==> src/rtl/diffeq_pkg.sv <==
// Shared types and constants for the differential-equation solver operand loader.
package diffeq_pkg;

  localparam int unsigned NIB_W_DEFAULT = 4;

  // Operand order on the upstream stream and in the replay buffers.
  localparam logic [1:0] OP_X  = 2'd0;
  localparam logic [1:0] OP_DX = 2'd1;
  localparam logic [1:0] OP_A  = 2'd2;
  localparam logic [1:0] OP_U  = 2'd3;

  typedef enum logic [2:0] {
    R_IDLE  = 3'd0,
    R_CHECK = 3'd1,
    R_LOAD  = 3'd2,
    R_START = 3'd3,
    R_WAIT  = 3'd4
  } rstate_t;

endpackage

==> src/rtl/nibble_capture_buf.sv <==
// Capture side of the operand loader: collects x, dx, a, u nibbles into a staging buffer
// and holds it (s_ready low) until the replay side takes the set with xfer.
module nibble_capture_buf
  import diffeq_pkg::*;
#(
  parameter int unsigned NIB_W = NIB_W_DEFAULT
) (
  input  logic                  clk,
  input  logic                  reset_n,
  input  logic                  s_valid,
  input  logic [NIB_W-1:0]      s_data,
  output logic                  s_ready,
  input  logic                  xfer,
  output logic                  full,
  output logic [3:0][NIB_W-1:0] cbuf
);

  logic [1:0] cidx_q;
  logic       accept;

  assign s_ready = !full;
  assign accept  = s_valid && s_ready;

  // xfer is only raised while full, when s_ready is low, so it never meets an accept.
  always_ff @(posedge clk or negedge reset_n) begin
    if (!reset_n) begin
      cidx_q <= 2'd0;
      full   <= 1'b0;
      cbuf   <= '0;
    end else if (accept) begin
      cbuf[cidx_q] <= s_data;
      cidx_q       <= cidx_q + 2'd1;
      if (cidx_q == OP_U) begin
        full <= 1'b1;
      end
    end else if (xfer) begin
      full <= 1'b0;
    end
  end

endmodule

==> src/rtl/diffeq_operand_loader.sv <==
// Double-buffered operand loader: replays a captured set onto the datapath in bus with load
// strobes, pulses start, and waits for solver_done. Define DIFFEQ_LOADER_CHECK_EN to reject dx==0.
module diffeq_operand_loader
  import diffeq_pkg::*;
#(
  parameter int unsigned NIB_W = NIB_W_DEFAULT,
  parameter int unsigned CNT_W = 8
) (
  input  logic             clk,
  input  logic             reset_n,
  input  logic             s_valid,
  input  logic [NIB_W-1:0] s_data,
  output logic             s_ready,
  output logic [NIB_W-1:0] dp_in,
  output logic             load_x,
  output logic             load_dx,
  output logic             load_a,
  output logic             load_u,
  output logic             start,
  input  logic             solver_done,
  output logic             busy,
  output logic             err,
  output logic [CNT_W-1:0] frame_cnt,
  output logic [CNT_W-1:0] drop_cnt
);

  logic [3:0][NIB_W-1:0] cbuf;
  logic [3:0][NIB_W-1:0] rbuf_q;
  logic                  full;
  logic                  xfer;
  logic                  reject;
  logic                  frame_done;
  rstate_t               rstate_q, rstate_d;
  logic [1:0]            ridx_q, ridx_d;

  nibble_capture_buf #(
    .NIB_W (NIB_W)
  ) u_capture (
    .clk     (clk),
    .reset_n (reset_n),
    .s_valid (s_valid),
    .s_data  (s_data),
    .s_ready (s_ready),
    .xfer    (xfer),
    .full    (full),
    .cbuf    (cbuf)
  );

  assign xfer       = full && (rstate_q == R_IDLE);
  assign frame_done = (rstate_q == R_WAIT) && solver_done;

`ifdef DIFFEQ_LOADER_CHECK_EN
  // A zero step would never let the solver reach its end condition.
  assign reject = (rstate_q == R_CHECK) && (rbuf_q[OP_DX] == '0);
`else
  assign reject = 1'b0;
`endif

  always_comb begin
    rstate_d = rstate_q;
    ridx_d   = ridx_q;
    case (rstate_q)
      R_IDLE: begin
        if (xfer) rstate_d = R_CHECK;
      end
      R_CHECK: begin
        if (reject) begin
          rstate_d = R_IDLE;
        end else begin
          rstate_d = R_LOAD;
          ridx_d   = OP_X;
        end
      end
      R_LOAD: begin
        if (ridx_q == OP_U) rstate_d = R_START;
        else                ridx_d   = ridx_q + 2'd1;
      end
      R_START: rstate_d = R_WAIT;
      R_WAIT: begin
        if (solver_done) rstate_d = R_IDLE;
      end
      default: rstate_d = R_IDLE;
    endcase
  end

  // Outputs are decoded from the next state so they line up with the state register.
  always_ff @(posedge clk or negedge reset_n) begin
    if (!reset_n) begin
      rstate_q  <= R_IDLE;
      ridx_q    <= 2'd0;
      rbuf_q    <= '0;
      dp_in     <= '0;
      load_x    <= 1'b0;
      load_dx   <= 1'b0;
      load_a    <= 1'b0;
      load_u    <= 1'b0;
      start     <= 1'b0;
      busy      <= 1'b0;
      err       <= 1'b0;
      frame_cnt <= '0;
      drop_cnt  <= '0;
    end else begin
      rstate_q <= rstate_d;
      ridx_q   <= ridx_d;
      if (xfer) rbuf_q <= cbuf;
      dp_in   <= (rstate_d == R_LOAD) ? rbuf_q[ridx_d] : '0;
      load_x  <= (rstate_d == R_LOAD) && (ridx_d == OP_X);
      load_dx <= (rstate_d == R_LOAD) && (ridx_d == OP_DX);
      load_a  <= (rstate_d == R_LOAD) && (ridx_d == OP_A);
      load_u  <= (rstate_d == R_LOAD) && (ridx_d == OP_U);
      start   <= (rstate_d == R_START);
      busy    <= (rstate_d != R_IDLE);
      err     <= reject;
      if (frame_done) frame_cnt <= frame_cnt + CNT_W'(1);
      if (reject)     drop_cnt  <= drop_cnt + CNT_W'(1);
    end
  end

endmodule

==> config.mk <==
export PLATFORM = sky130hd
export DESIGN_NAME = diffeq_operand_loader
export DESIGN_NICKNAME = d
export VERILOG_FILES = /design/src/rtl/diffeq_pkg.sv /design/src/rtl/nibble_capture_buf.sv /design/src/rtl/diffeq_operand_loader.sv
export SDC_FILE = /design/constraint.sdc
export NUM_CORES = 1
export LEC_CHECK = 0
export ABC_AREA = 0
export CAP_MARGIN = 20
export CORE_UTILIZATION = 54
export CTS_CLUSTER_DIAMETER = 30
export DETAILED_ROUTE_END_ITERATION = 12
export PLACE_DENSITY_LB_ADDON = 0.05
export SLEW_MARGIN = 20
export SYNTH_ARGS = -nofsm -noshare
export SYNTH_HDL_FRONTEND = slang
export SYNTH_HIERARCHICAL = 1
export SYNTH_SLANG_ARGS = --single-unit
==> constraint.sdc <==
create_clock -name clk -period 2 [get_ports clk]
set_input_delay 0.2 -clock clk [delete_from_list [all_inputs] [get_ports clk]]
set_output_delay 0.2 -clock clk [all_outputs]
set_load 0.02 [all_outputs]
==> impl_metrics.py <==
metrics = {
    "placed_design": {
        "routabilityCongestion": 0.875,
        "numPortBuffers": 26,
        "dpl.hpwl_mm": 3.43,
        "placedCellCount": 276,
    },
    "die": {
        "ios": 36,
        "fp-row-count": 24,
        "coreArea_mm2": 0.00447,
        "start_util_pct": 58.1,
        "die_h_um": 71.4,
        "dieArea_mm2": 0.00509,
        "die_x_um": 71.4,
    },
    "clocking": {
        "cts_max_level": 3,
        "clkSlewWorstSetupHoldPaths_ns": 0.06,
        "cts_resized": 0,
        "clkLatencyLatePin_ns": 0.33,
        "cts_tree": "built",
        "clock_sinks": 58,
        "cts_root_buffer": "clkbuf_8",
        "cts_buffers": 9,
        "clock_path_buffers": 2,
    },
    "power_and_ir_drop": {
        "swShare_pct": 34.7,
        "p_leak_nw": 1.35,
        "p_per_area_mw_per_mm2": 1560,
        "internal_power_mw": 3.11,
        "pwr-share-seq_pct": 43.8,
        "clockPowerShare_pct": 19.5,
        "combPwrFrac_pct": 36.7,
        "vdd_drop_max_uv": 700,
        "switching_power_mw": 1.65,
    },
    "timing": {
        "slew_headroom_pct": 64.0,
        "max_clock_freq_mhz": 549,
        "worst_slew_pin_slew_ns": 0.540,
        "fin_skew_ns": 0.00758,
        "min_period_over_period_pct": 91.1,
        "slew_violations": 0,
        "finalSetupViolCount": 0,
        "tns_ns": 0,
        "hold_viol_final": 0,
        "rsz0062_at_grt": "false",
        "layout_min_cycle_time_ns": 1.82,
        "hold_ws_ns": 0.390,
    },
    "synth": {
        "synth-seq-area-share_pct": 55.9,
        "synthTopCellsByCount": "58 x dfrtp_1, 28 x mux2_2, 9 x buf_4",
        "async_reset_ff_share_pct": 100,
        "synthesis.area_mm2": 0.00260,
        "synth-edff-count": 0,
        "syn_area_per_cell_um2": 12.9,
        "ys.flop_type": "dfrtp_1",
        "yosysMostFrequentCell": "dfrtp_1",
        "synthTopCellsByArea": "dfrtp_1 56%, mux2_2 12%, buf_4 2.6%, mux2_1 2.6%, ha_1 2.4%",
        "yosys_warnings": 6,
        "synth_cell_type_count": 39,
        "yosys.area.top_type_share_pct": 55.9,
        "yosys.area.top_type": "dfrtp_1",
        "ys_seq_elements": 58,
        "syn_inst": 201,
    },
    "drt": {
        "drt-pass1-iter-count": 11,
        "viasPerCell": 5.65,
        "drc": 5,
        "ant_nets": 0,
        "drt_wl_total_mm": 4.86,
        "wl_per_cell_um": 16.6,
        "vias": 1651,
        "drt-initial-drc-count": 118,
    },
    "outcome": {
        "violations": "DRC",
        "status": "finished with violations",
    },
    "worst_setup_path": {
        "cp_max_fo": 15,
        "worstPathRequired_ns": 2.21,
        "crit_type": "register to register",
        "cp-end-kind": "register",
        "worstSetupStartpointType": "register",
        "worstPathArrival_ns": 2.04,
    },
    "global_routing": {
        "grt_overflow": 0,
        "grt_pass1_vias": 1758,
        "busiest_layer": "met2",
        "grtUsageTotal_pct": 22.0,
        "grt_start_max_net_pins": 39,
        "use_met1_pct": 26.8,
        "antenna_found_initial": 0,
        "grtUsageMet3_pct": 5.06,
        "gr-usage-met2_pct": 36.3,
        "grt_pass1_wl_mm": 8.36,
    },
    "cells_and_area": {
        "diodes": 0,
        "syn_to_final_growth_pct": 17.7,
        "drive_above_1_share_pct": 23.3,
        "final_nets": 249,
        "stdcell_count": 292,
        "fill_cells": 315,
    },
    "worst_hold_path": {
        "worstHoldPathType": "input port to async pin",
    },
    "flow_run": {
        "maxCapViolCount": 0,
    },
}
layout by cell type, fill, tap and decap left out, types with 2 or more instances in the layout:
cell and count:
dfrtp_1 58, mux2_2 28, clkdlybuf4s50_1 25, clkbuf_8 11, conb_1 9, inv_1 6, nand2_1 6, nor2_1 6
mux2_1 6, xnor2_1 6, a31oi_1 5, o21ai_0 5, nand3b_1 5, ha_1 5, a21oi_1 4, nor3_1 4
and3_1 4, o21ai_1 4, a32oi_1 4, buf_4 4, nand2b_1 3, o22ai_1 3, nor2b_1 3, or2_2 2
nand4_1 2, xor2_1 2, clkbuf_1 2
flip-flops by register name (all words and copies together), names as in the netlist:
register and cells:
rbuf_q 16, u_capture/cbuf 16, frame_cnt 8, dp_in 4, rstate_q 3, ridx_q 2
u_capture/cidx_q 2, busy 1, load_a 1, load_dx 1, load_u 1, load_x 1
start 1, u_capture/full 1
per-layer routing:
metal | vias to the layer above | part of all wire (%)
li1 | 767 | -
met4 | 0 | 2.2
met3 | 12 | 4.1
met5 | - | 0
met1 | 824 | 43
met2 | 48 | 50
layout make-up:
type / count / area (um2) / area share (%)
clock buffers: 13 / 159 / 5.20
clock inverters: 2 / 12.5 / 0.409
inverters: 6 / 22.5 / 0.736
multi-input cells: 129 / 1030 / 33.8
flip-flops and latches: 58 / 1450 / 47.5
well taps: 52 / 65.1 / 2.13
repair buffers: 32 / 315 / 10.3
critical path: stages, from the launching register on:
cell	delay [ns]
dfrtp_1	0.57
nor4bb_1	0.44
buf_4	0.22
and4_1	0.24
nand3_1	0.10
xnor2_1	0.13
kinds of logic after synthesis:
kind of cell	synth area share (%)
mux	14.7
buf+inv	5.54
flops	55.9
compound gates	8.33
simple gates	10.3
fa+ha+maj	2.41
other cells	0.144
xor+xnor	2.70
through the flow:
| stage | setup slack [ns] | power, mW | utilization (%) | cell area, um2 |
|---|---|---|---|---|
| 2_1_floorplan | 0.426 | 3.30 | - | 2630 |
| 3_3_place_gp | 0.129 | 3.73 | 64.3 | 2880 |
| 3_5_place_dp | 0.0934 | 3.85 | 64.3 | 2880 |
| 4_1_cts | 0.185 | 4.79 | 68.3 | 3060 |
| 5_1_grt | 0.0952 | 5.07 | 68.3 | 3060 |
| 6_report | 0.178 | 4.76 | 68.3 | 3060 |
repair_timing:
item                                   CTS  global route
setup buffers                            0             0
endpoints found under the hold margin   20             0
hold buffers                             1             0
power by group through the flow:
stage               clock (mW)  combinational (mW)  sequential, mW
floorplan                    0                1.30            2.01
global placement             0                1.67            2.06
detailed placement           0                1.75            2.10
CTS                      0.945                1.76            2.08
global route              1.00                1.91            2.16
finish                   0.926                1.75            2.09
worst paths after layout:
path / startpoint / end / slack (ns) / depth (start not counted)
worst max register to register: rstate_q[1]$_DFF_PN0_ / frame_cnt[7]$_DFFE_PN0P_ / 0.18 / 5
min in group clk: frame_cnt[7]$_DFFE_PN0P_ / frame_cnt[7]$_DFFE_PN0P_ / 0.48 / 1
max in group asynchronous: reset_n / rbuf_q[14]$_DFFE_PN0P_ / 1.04 / 3
worst min register to register: frame_cnt[7]$_DFFE_PN0P_ / frame_cnt[7]$_DFFE_PN0P_ / 0.48 / 1
worst min-delay path: reset_n / busy$_DFF_PN0_ / 0.39 / 2
worst max-delay path: rstate_q[1]$_DFF_PN0_ / frame_cnt[7]$_DFFE_PN0P_ / 0.18 / 5
Power figures use the tool's default switching activity.
